## config.mk

```make
export PLATFORM = sky130hd
export DESIGN_NAME = vga_fb_arbiter
export DESIGN_NICKNAME = d
export VERILOG_FILES = /design/src/rtl/vga_fb_arbiter.sv
export SDC_FILE = /design/constraint.sdc
export NUM_CORES = 1
export LEC_CHECK = 0
export CAP_MARGIN = 20
export CORE_ASPECT_RATIO = 0.8
export CORE_MARGIN = 2
export CORE_UTILIZATION = 35
export CTS_CLUSTER_DIAMETER = 80
export DETAILED_ROUTE_END_ITERATION = 8
export DONT_BUFFER_PORTS = 1
export PLACE_DENSITY_LB_ADDON = 0.25
export SYNTH_ARGS = -nofsm -noshare
export SYNTH_HDL_FRONTEND = slang
export SYNTH_SLANG_ARGS = --single-unit
```

## constraint.sdc

```tcl
create_clock -name clk -period 2.7 [get_ports clk]
set_clock_uncertainty 0.05 [all_clocks]
set_input_delay 0.135 -clock clk [delete_from_list [all_inputs] [get_ports clk]]
set_output_delay 0.135 -clock clk [all_outputs]
set_load 0.03 [all_outputs]
```

## src/rtl/vga_fb_arbiter.sv

```systemverilog
// Frame-buffer arbiter: a non-preemptible per-line fetch into a ping-pong line buffer,
// with every remaining memory cycle handed to the pixel writer.
// state | meaning
// IDLE  | memory free for the writer; waiting for a line trigger
// FETCH | reading LINE_WORDS pixels of the next line, writer blocked
module vga_fb_arbiter #(
  parameter int H_TOTAL     = 1344,
  parameter int V_ACT_START = 38,
  parameter int V_ACT_LINES = 768,
  parameter int LINE_WORDS  = 1024,
  parameter int ADDR_W      = 20,
  parameter int DATA_W      = 24,
  localparam int LW_W       = $clog2(LINE_WORDS)
) (
  input  logic              clk,
  input  logic              reset,
  input  logic [10:0]       h_count,
  input  logic [9:0]        v_count,
  input  logic              wr_req,
  input  logic [ADDR_W-1:0] wr_addr,
  input  logic [DATA_W-1:0] wr_data,
  output logic              wr_gnt,
  output logic [ADDR_W-1:0] mem_addr,
  output logic              mem_we,
  output logic              mem_re,
  output logic [DATA_W-1:0] mem_wdata,
  input  logic [DATA_W-1:0] mem_rdata,
  output logic              lb_we,
  output logic [LW_W:0]     lb_addr,
  output logic [DATA_W-1:0] lb_wdata,
  output logic              fetch_busy,
  output logic              overrun
);

  localparam logic [9:0] V_FIRST = 10'(V_ACT_START - 1);
  localparam logic [9:0] V_LAST  = 10'(V_ACT_START + V_ACT_LINES - 2);

  typedef enum logic {IDLE, FETCH} state_t;

  state_t            state;
  logic [LW_W-1:0]   cnt;
  logic [LW_W-1:0]   rd_word;
  logic              bank;
  logic              rd_bank;
  logic [ADDR_W-1:0] base;
  logic              trigger;
  logic [9:0]        line_idx;

  // A line is fetched during the line before it becomes visible.
  assign trigger  = (h_count == '0) && (v_count >= V_FIRST) && (v_count <= V_LAST);
  assign line_idx = v_count - V_FIRST;

  // Writer is never accepted while reset is held, nor when a fetch is about to start.
  assign wr_gnt     = reset && wr_req && (state == IDLE) && !trigger;
  assign fetch_busy = (state == FETCH);
  assign lb_wdata   = mem_rdata;

  always_ff @(posedge clk) begin
    if (!reset) begin
      state     <= IDLE;
      cnt       <= '0;
      rd_word   <= '0;
      bank      <= 1'b0;
      rd_bank   <= 1'b0;
      base      <= '0;
      mem_re    <= 1'b0;
      mem_we    <= 1'b0;
      mem_addr  <= '0;
      mem_wdata <= '0;
      lb_we     <= 1'b0;
      lb_addr   <= '0;
      overrun   <= 1'b0;
    end else begin
      lb_we <= mem_re;
      if (mem_re)
        lb_addr <= {rd_bank, rd_word};

      case (state)
        IDLE: begin
          mem_re <= 1'b0;
          if (trigger) begin
            base   <= ADDR_W'(line_idx) << LW_W;
            bank   <= line_idx[0];
            cnt    <= '0;
            mem_we <= 1'b0;
            state  <= FETCH;
          end else if (wr_gnt) begin
            mem_we    <= 1'b1;
            mem_addr  <= wr_addr;
            mem_wdata <= wr_data;
          end else begin
            mem_we <= 1'b0;
          end
        end

        FETCH: begin
          mem_we   <= 1'b0;
          mem_re   <= 1'b1;
          mem_addr <= base + ADDR_W'(cnt);
          rd_word  <= cnt;
          rd_bank  <= bank;
          cnt      <= cnt + 1'b1;
          if (trigger)
            overrun <= 1'b1;
          if (cnt == LW_W'(LINE_WORDS - 1))
            state <= IDLE;
        end

        default: state <= IDLE;
      endcase
    end
  end

endmodule

```

# Yosys cells after proc, flatten, opt, wreduce, memory -nomap -nowiden
# Index checks and enable logic that the tools add are counted.
# classes
n_addsub	3
multipliers	0
div_mod_pow	0
n_lt_le_gt_ge	2
eq_ne	4
shift	0
muxes	12
bitwise_logic	2
n_reduce_logical	11
# ops
op	count
2-to-1 mux 20 bit	2
one-hot mux 20 bit (2 select lines)	1
adder 20 x 10 -> 20 bit	1
one-hot mux 10 bit (2 select lines)	1
zero test 11 bit	1
adder 10 x 1 -> 10 bit (second input constant)	1
equality test 10 bit (second input constant)	1
greater-or-equal comparator 10 x 6 -> 1 bit (second input constant)	1
<= comparator 10 bit (second input constant)	1
2-to-1 mux 10 bit	1
subtractor 10 x 6 -> 10 bit (second input constant)	1
!= test 2 bit (second input constant)	3
one-hot mux 1 bit (2 select lines)	3
AND reduction 2 bit	3
logical AND 1 bit	5
2-to-1 mux 1 bit	4
AND reduction 3 bit	1
inverter 1 bit	2
zero test 1 bit	1
# totals
register_bits	92
latch_bits	0
mem_bits_rw	0
rom_bits	0
in_bits	92
output_inout_bits	85
wordCells	47
n_memories	0

# Longest topological paths before layout
# Gate-level depths: netlist of run 1.
# logic_depth
ltp_word	8
mapped_depth	9

# Worst setup path before layout of run 1
# No wires, ideal clock.
# synth_timing
path_kind	input port to output port
start	in v_count[6]
end	out wr_gnt
arrival_time_ns	1.730
required_ns	2.515
path_slack_ns	0.785
stages	6
cell_sequence	or4_1 -> a41oi_2 -> a211o_2 -> nand2_1 -> buf_2 -> nor2_1
# synth_between
elab_chain_len	5
elab_cells_between_ends	6
# synth_rtl
item	line_no	text
start: declaration	18	input logic [9:0] v_count,
greater-or-equal comparator 10 x 6 -> 1 bit	50	assign trigger = (h_count == '0) && (v_count >= V_FIRST) && (v_count <= V_LAST);
logical AND 1 bit	50	
logical AND 1 bit *	50	
zero test 1 bit *	54	assign wr_gnt = reset && wr_req && (state == IDLE) && !trigger;
logical AND 1 bit *	54	
end: declaration	22	output logic wr_gnt,
# Mark *: on every way between the ends. The rest lies on a longest branch, timed or not.

# Worst setup path in the final report of run 1
# layout_timing
start	in v_count[0]
end	out wr_gnt
# The elaborated chain is that of the path after synthesis.

==> results of run 1 <==
logic make-up after synthesis:
family,after synthesis,share of synthesized area (%)
multiplexers,50,12.5
flip-flops,91,45.4
XOR/XNOR,12,2.62
AND/OR/NAND/NOR,133,14.3
AO/OA/AOI/OAI,69,13.8
adder cells (fa/ha/maj),3,0.936
buffers and inverters,73,10.4
registers in the layout, summed over array words and instances, names as in the netlist:
register / count
mem_we: 1
mem_addr: 20
rd_word: 10
mem_re: 1
lb_addr: 11
mem_wdata: 24
lb_we: 1
rd_bank: 1
base: 10
cnt: 10
overrun: 1
fetch_busy: 1
final cells by class:
class                           instances  area share (%)
Timing Repair Buffer                   59            12.1
Tap cell                              144            3.78
Sequential cell                        91            38.3
Multi-Input combinational cell        267            37.4
Clock buffer                           12            5.38
Inverter                               22            1.73
Clock inverter                          2            1.26
layout by cell type (no fill, tap or decap), types with 4 or more instances in the layout:
| cell | synthesis | layout |
|---|---|---|
| a211oi_1 | 7 | 7 |
| a21oi_1 | 26 | 26 |
| and2_1 | 4 | 4 |
| buf_4 | 24 | 9 |
| clkbuf_16 | 0 | 9 |
| dfxtp_1 | 91 | 90 |
| dlygate4sd3_1 | 0 | 49 |
| inv_1 | 21 | 21 |
| mux2i_1 | 50 | 50 |
| nand2_1 | 57 | 57 |
| nor2_1 | 45 | 45 |
| nor2b_1 | 4 | 4 |
| nor3_1 | 4 | 4 |
| o221a_2 | 19 | 19 |
| or3_1 | 4 | 4 |
| xnor2_1 | 5 | 5 |
| xor2_1 | 7 | 7 |
cell usage after synthesis, types with 2 or more instances:
master and number:
o21a_1 3, buf_4 24, buf_12 2, and2_1 4, nor3_1 4, mux2i_1 50, nor4_1 3, buf_2 5
nand4_1 3, buf_6 2, xor2_1 7, inv_1 21, a211oi_1 7, ha_1 3, clkbuf_1 15, buf_1 3
xnor2_1 5, nor2_1 45, o21ai_0 2, o221a_1 2, nand2_1 57, nor2b_1 4, dfxtp_1 91, a21oi_1 26
or3_1 4, o221a_2 19, nand3_1 3
report_power, final:
group,total (mW),internal [mW],switching (mW)
sequential,1.50,1.39,0.116
clock,1.34,0.852,0.492
combinational,0.215,0.114,0.101
worst max path at each step:
stage                     from  cells after the start  slack (ns)           end
finish              v_count[0]                     11        0.19        wr_gnt
detailed placement  v_count[6]                      5        0.54  mem_addr[13]
global placement    v_count[6]                      5        0.57   mem_addr[3]
global route        v_count[0]                     11        0.03        wr_gnt
CTS                 v_count[0]                     11        0.18        wr_gnt
floorplan           v_count[6]                      6        0.78        wr_gnt
per-layer routing:
| metal | global-route usage, % | up-vias |
|---|---|---|
| li1 | - | 1496 |
| met1 | 20.0 | 1352 |
| met2 | 23.3 | 101 |
| met3 | 6.54 | 18 |
| met4 | 5.42 | 0 |
| met5 | 0 | - |
critical path: stages:
cell and delay, ns:
dlygate4sd3_1 0.57, inv_1 0.05, ha_1 0.22, nor2b_1 0.20, o31ai_2 0.08, buf_4 0.16, a211o_2 0.33, nand2_1 0.07
buf_4 0.24, nor2_1 0.07, buf_4 0.19
timing repair:
item                      4_1_cts  5_1_grt
gates resized for setup         0        0
hold buffers                   50        0
hold endpoints to repair       56        0
==> results.yml, run 1 <==
status:
  status: "finished clean"
synth:
  synth_area_per_cell_um2: 9.31
  synth_cell_type_count: 44
  ys_top_cells_by_area: "dfxtp_1 45%, mux2i_1 12%, nand2_1 5.3%"
  ys_seq_area_share_pct: 45.4
  synth_top_area_cell: "dfxtp_1"
  synth_top_area_share_pct: 45.4
  synth_fp_nets: 526
  synth_warnings: 0
  synthFlopType: "dfxtp_1"
  synth-edff-count: 0
  syn-instance-count: 431
  netlist_area_mm2: 0.00401
  synthArstFlopShare_pct: 0
  ys_ff_latch: 91
die:
  num_io_pins: 177
  initial_utilization_pct: 36.4
  die_h_um: 99.8
  die-area_mm2: 0.0123
  die_w_um: 124
  core_area_mm2: 0.0110
  row_count: 34
place:
  dpl_cell_area_mm2: 0.00394
  hpwlAfterDp_um: 6380
  io_buffers: 0
  place_ws_ns: 0.540
  gp_congestion: 0.786
  dpl.cell_count: 533
timing:
  finalHoldViolations: 0
  rsz0062_at_grt: "no"
  finalSetupViolations: 0
  period_needed_ns: 2.51
  relSlewSlack_pct: 49.4
  timing.hold.ws_ns: 0.0304
  fin_crit_sh_pct: 93.1
  fmax_ghz: 0.398
  slew_viol_final: 0
  setup_ws_ns: 0.187
  setup_tns_ns: 0
  worst_slew_pin_slew_ns: 0.754
cts:
  htree_levels: 3
  cts_inserted_buffers: 9
  tritoncts: "yes"
  clkLatencyLatePin_ns: 0.34
  ctsLongestPathBuffers: 2
  clock-sinks: 91
  clock-root-buffer: "clkbuf_16"
  path_clk_slew_ns: 0.07
  cts_setup_buffers: 0
min_path:
  hold_depth: 3
  hp-class: "in -> reg"
  worstHoldStart: "v_count[1]"
  hold_end: "base[11]"
pwr:
  powerDensity_mw_per_mm2: 643
  ir_worst_vdd_mv: 0.318
  leakagePower_nw: 1.79
  p_total_mw: 3.06
final_layout:
  final_nets: 545
  drive_above_1_share_pct: 10.6
  fin_util_pct: 43.2
  fill_cells: 1040
  register_area_mm2: 0.00182
  final_cells: 597
  fin_area_mm2: 0.00476
  multi_input_area_mm2: 0.00178
  diodes: 0
  area_delta_synth_final_pct: 18.8
drt:
  top_layer: "met4"
  vias_per_cell: 4.97
  met3_length_um: 718
  dr.pass1.iters: 4
  routed-wl-met2_um: 4090
  drt-total-wl_um: 9590
  ant_nets: 0
  m1WireLength_um: 4620
  wl_per_cell_um: 16.1
  drc: 0
  vias: 2967
  drt_iter0_markers: 141
worst_setup_path:
  critPathArrivalTime_ns: 2.33
  regToRegEndpoint: "mem_addr[11]"
  rrSetupSlack_ns: 0.90
  crit_required_ns: 2.52
  cp_max_fo: 22
  rr_worst_depth: 3
  end_kind: "primary output"
  worstSetupPathType: "in -> out"
  r2r_start: "fetch_busy"
  cp-start-kind: "input port"
global_routing:
  grt_max_degree: 55
  grt_usage_pct: 15.6
  grt_pass1_wl_um: 14600
  first_global_vias: 2893
  overflow: 0
  antenna_found_initial: 0
job:
  maxCapViolCount: 0
Note: power is estimated with default switching activity, not from simulation.
==> inputs of run 2 (changes only) <==
- BUFFER_PORTS_ARGS: unset -> -buffer_cell sky130_fd_sc_hd__buf_2
- CORE_ASPECT_RATIO: 0.8 -> 2
- DONT_BUFFER_PORTS: 1 -> unset
==> run 2 against run 1 <==
  * Largest power group unchanged
  * First-iteration DRC count down 32%
  * Highest routed layer unchanged
  * Count of clock-buffer cells in the layout shrank 3
  * Final cell count increased by 16%
  * Critical endpoint unchanged
  * Wire length increased by 3.6%
  * Critical path type unchanged
  * Via count is 13% higher
  * Sequential power shrank 6%
  * Sequential share of layout area shrank 2.4 points
  * Largest cell class unchanged
  * Cell area up 6.8%
  * Sequential cell count unchanged
  * Non-clock buffer count grew 95
  * Die area up 0.38%
==> results.yml, run 2 (synthesized netlist as in run 1, its figures left out) <==
status:
  status: "finished clean"
global_routing:
  grt_pass1_wl_um: 15900
  grt_usage_pct: 16.3
  first_global_vias: 3370
  grt_max_degree: 55
  antenna_found_initial: 0
  overflow: 0
drt:
  drt-total-wl_um: 9940
  vias: 3347
  ant_nets: 0
  drt_iter0_markers: 96
  wl_per_cell_um: 14.4
  dr.pass1.iters: 4
  drc: 0
  vias_per_cell: 4.84
worst_setup_path:
  path_cells: "dlygate4sd3_1 > buf_2 > inv_1 > ha_1 > nor2b_1 > o31ai_2 > a211o_2 > nand2_1 > nor2_1 > buf_2"
  crit_required_ns: 2.52
  cp_max_fo: 5
  critPathArrivalTime_ns: 2.29
  cpMostUsedCell: "buf_2"
  critPathTopFamily: "buffers and inverters"
  worstSetupPathType: "in -> out"
  crit_slowest_cell: "dlygate4sd3_1"
  cp-start-kind: "input port"
  end_kind: "primary output"
  path_buf_inv: 4
  timing.critical_path.slowest_cell_delay_ns: 0.53
final_layout:
  diodes: 0
  area_delta_synth_final_pct: 26.8
  largest_register_ffs: 24
  final_cells: 692
  final_nets: 640
  top_register: "mem_wdata"
  largestRegisters: "mem_wdata x24, mem_addr x20, lb_addr x11"
  drive_above_1_share_pct: 32.2
  mostFrequentLayoutCells: "128 x buf_2, 90 x dfxtp_1, 57 x nand2_1"
  final_common_cell: "buf_2"
place:
  hpwlAfterDp_um: 7450
  io_buffers: 128
  place_ws_ns: 0.377
  dpl.cell_count: 657
  gp_congestion: 0.880
pwr:
  leakagePower_nw: 2.22
  powerDensity_mw_per_mm2: 612
  ir_worst_vdd_mv: 0.325
timing:
  period_needed_ns: 2.47
  rsz0062_at_grt: "no"
  setup_ws_ns: 0.226
  fmax_ghz: 0.404
  finalHoldViolations: 0
  finalSetupViolations: 0
  setup_tns_ns: 0
  fin_crit_sh_pct: 91.6
  relSlewSlack_pct: 42.4
  slew_viol_final: 0
  worst_slew_pin_slew_ns: 0.858
cts:
  cts_setup_buffers: 0
  clkLatencyLatePin_ns: 0.34
  clock-root-buffer: "clkbuf_16"
  clock-sinks: 91
  cts_inserted_buffers: 9
  path_clk_slew_ns: 0.07
  ctsLongestPathBuffers: 2
  tritoncts: "yes"
  htree_levels: 3
min_path:
  hp-class: "in -> reg"
die:
  die_w_um: 79.7
  initial_utilization_pct: 35.8
  num_io_pins: 177
  die-area_mm2: 0.0124
  core_area_mm2: 0.0112
  die_h_um: 155
  row_count: 55
job:
  maxCapViolCount: 0
## run 2: changes by cell type in the layout (fill, tap and decap cells not counted), sizes merged
cell / change
buf: +125
dlygate4sd3: -30
clkbuf: -3
clkinvlp: +2
inv: +2
clkinv: +1
## run 2: final cells by class
type	count	area (um^2)
sequential	91	1820
multi-input combinational	267	1790
timing repair buffer	154	896
tap	142	178
clock buffer	9	225
clock inverter	7	97.6
inverter	22	82.6
fill	1086	6130
## run 2: worst min-delay path: stages
cell and delay, ns:
buf_2 0.09, nand2_1 0.04, mux2i_1 0.07
## run 2: metrics by stage
stage                     util, %  cell area [um^2]  hold slack, ns  power [mW]
final                        45.4              5090         0.00651        3.12
after detailed placement     40.8              4570           0.220        1.79
after global placement       40.8              4570           0.220        1.78
after floorplan                 -              4010           0.181        1.72
after CTS                    45.3              5090       0.0000681        3.16
after global routing         45.4              5090          0.0139        3.24
## run 2: power by group
part	leakage (nW)	total, mW	internal (mW)	switching [mW]
Combinational	1.32	0.364	0.145	0.218
Sequential	0.744	1.41	1.39	0.0233
Clock	0.152	1.34	0.815	0.527
## run 2: timing repair
action                                 CTS  global route
setup endpoints to repair                0             2
resized for setup                        0             1
endpoints found under the hold margin   19             0
hold buffers                            19             0
## run 2: path summary, 6_finish.rpt
path | slack (ns) | end | from | cells after the start
setup / recovery | 0.23 | wr_gnt | v_count[0] | 10
setup reg to reg | 1.00 | cnt[9] | cnt[0] | 4
hold / removal | 0.007 | mem_wdata[20] | wr_data[20] | 3
hold reg to reg | 0.41 | mem_wdata[15] | mem_wdata[15] | 2
## run 2: layer usage
layer	GRT usage [%]	vias up	share of wire, %
li1	-	1684	-
met1	17.0	1529	39
met2	30.0	111	52
met3	3.83	23	5.9
met4	7.64	0	2.9
met5	0	-	0
==> inputs of run 3 (changes only) <==
- CELL_PAD_IN_SITES_DETAIL_PLACEMENT: unset -> 1
- CELL_PAD_IN_SITES_GLOBAL_PLACEMENT: unset -> 1
==> run 3 against run 2 <==
  * Clock power shrank 9%
  * Sequential power barely moved
  * Fmax is 4.4% lower
  * Utilization fell by 0.10 points
  * Worst setup slack worse by 0.11 ns
  * Critical path depth stayed put
  * Register-to-register slack lost 0.16 ns
  * Cell area shrank 0.22%
  * Combinational power up 1%
  * Sequential share of layout area increased by 0.079 points
  * Hold slack better by 0.0013 ns
  * First-iteration DRC count is 35% lower
  * Highest routed layer unchanged
==> results.yml, run 3 (synthesized netlist as in run 1, its figures left out) <==
status:
  status: "finished clean"
pwr:
  swShare_pct: 25.5
  seqPwrFrac_pct: 47.0
  powerDensity_mw_per_mm2: 591
  ir_worst_vdd_mv: 0.350
  intPower_mw: 2.24
  leakagePower_nw: 2.21
  comb_power_share_pct: 12.3
  power.share.clock_pct: 40.7
  p_sw_mw: 0.765
final_layout:
  final_nets: 642
  fill_cells: 1337
  largestRegisters: "mem_wdata x24, mem_addr x20, lb_addr x11"
  final_common_cell: "buf_2"
  area_delta_synth_final_pct: 26.5
  largest_register_ffs: 24
  mostFrequentLayoutCells: "128 x buf_2, 90 x dfxtp_1, 57 x nand2_1"
  drive_above_1_share_pct: 32.2
  fin_util_pct: 45.3
  diodes: 0
  top_register: "mem_wdata"
die:
  die-area_mm2: 0.0124
  die_h_um: 155
  initial_utilization_pct: 35.8
  row_count: 55
  core_area_mm2: 0.0112
  num_io_pins: 177
  die_w_um: 79.7
cts:
  clkLatencyLatePin_ns: 0.34
  cts_inserted_buffers: 9
  path_clk_slew_ns: 0.06
  htree_levels: 3
  hold_buffers: 19
  tritoncts: "yes"
  post_cts_resized: 0
  clock-root-buffer: "clkbuf_16"
  ctsLongestPathBuffers: 2
  clock-sinks: 91
  cts_setup_buffers: 0
timing:
  slew_viol_final: 0
  timing.hold.ws_ns: 0.00782
  worst_slew_pin_slew_ns: 0.715
  period_needed_ns: 2.59
  setup_ws_ns: 0.111
  relSlewSlack_pct: 52.3
  rsz0062_at_grt: "no"
  finalHoldViolations: 0
  fin_crit_sh_pct: 95.9
  fmax_ghz: 0.386
  setup_tns_ns: 0
  finalSetupViolations: 0
worst_setup_path:
  path_buf_inv: 4
  crit_required_ns: 2.52
  cp_max_fo: 5
  timing.critical_path.slowest_cell_delay_ns: 0.52
  critPathArrivalTime_ns: 2.40
  regToRegEndpoint: "cnt[9]"
  worstSetupPathType: "in -> out"
  rr_worst_depth: 4
  critPathTopFamily: "buffers and inverters"
  cp-start-kind: "input port"
  path_cells: "dlygate4sd3_1 > buf_2 > inv_1 > ha_1 > nand2b_1 > a31oi_1 > a211o_2 > nand2_1 > nor2_1 > buf_2"
  crit_slowest_cell: "dlygate4sd3_1"
  r2r_start: "fetch_busy"
  rrSetupSlack_ns: 0.84
  end_kind: "primary output"
  cpMostUsedCell: "buf_2"
drt:
  dr.pass1.iters: 4
  drt-total-wl_um: 10900
  vias_per_cell: 4.94
  drc: 0
  drt_iter0_markers: 62
  wl_per_cell_um: 15.7
  vias: 3431
  ant_nets: 0
global_routing:
  grt_busiest_layer: "met2"
  grt_max_degree: 55
  overflow: 0
  use_met2_pct: 33.5
  grt_usage_pct: 18.1
  grtUsageMet3_pct: 3.07
  grt_pass1_wl_um: 17500
  antenna_found_initial: 0
  use_met1_pct: 18.6
  first_global_vias: 3604
min_path:
  hold_depth: 3
  worstHoldStart: "wr_data[15]"
  hp-class: "in -> reg"
  hold_end: "mem_wdata[15]"
place:
  gp_congestion: 0.841
  io_buffers: 128
  place_ws_ns: 0.552
  hpwlAfterDp_um: 8360
job:
  maxCapViolCount: 0
-- run 3: cell types whose count changed in the layout (fill, tap and decap cells not counted), sizes merged --
| cell | previous run | this run |
|---|---|---|
| inv | 24 | 23 |
| bufinv | 2 | 0 |
| clkbuf | 9 | 12 |
| clkinvlp | 2 | 3 |
| clkinv | 1 | 0 |
| buf | 135 | 137 |
-- run 3: tightest hold or removal path, stage by stage --
cell	delay, ns
buf_2	0.09
nand2_1	0.05
mux2i_1	0.06
-- run 3: power groups by stage --
| stage | sequential (mW) | clock, mW | combinational, mW |
|---|---|---|---|
| 6_report | 1.41 | 1.22 | 0.368 |
| 4_1_cts | 1.41 | 1.26 | 0.374 |
| 2_1_floorplan | 1.52 | 0 | 0.199 |
| 5_1_grt | 1.41 | 1.32 | 0.400 |
| 3_3_place_gp | 1.44 | 0 | 0.343 |
| 3_5_place_dp | 1.44 | 0 | 0.351 |
-- run 3: stage by stage --
| stage | instances | area [um^2] | power (mW) |
|---|---|---|---|
| 2_1_floorplan | 431 | 4010 | 1.72 |
| 3_3_place_gp | 659 | 4590 | 1.78 |
| 5_1_grt | 694 | 5080 | 3.13 |
| 4_1_cts | 694 | 5080 | 3.05 |
| 3_5_place_dp | 659 | 4590 | 1.79 |
| 6_report | 694 | 5080 | 3.00 |
-- run 3: how the worst max path moves through the flow --
stage	from	to	slack, ns	cells after the start
floorplan	v_count[6]	wr_gnt	0.78	6
global placement	v_count[6]	mem_wdata[0]	0.62	7
detailed placement	v_count[6]	mem_wdata[12]	0.55	7
CTS	v_count[0]	wr_gnt	0.15	10
global route	v_count[0]	wr_gnt	0.02	10
finish	v_count[0]	wr_gnt	0.11	10
-- run 3: layer usage --
layer	part of all wire, %	up-vias
met3	4.7	28
met1	38	1617
met4	4.0	0
met5	0	-
li1	-	1681
met2	53	105
-- run 3: cell type report --
class	instances	area [um^2]	share of cell area (%)
tap	142	178	3.50
inverter	22	82.6	1.63
timing repair buffer	156	911	17.9
sequential	91	1820	35.9
clock buffer	12	267	5.25
multi-input combinational	267	1780	35.1
clock inverter	4	31.3	0.616
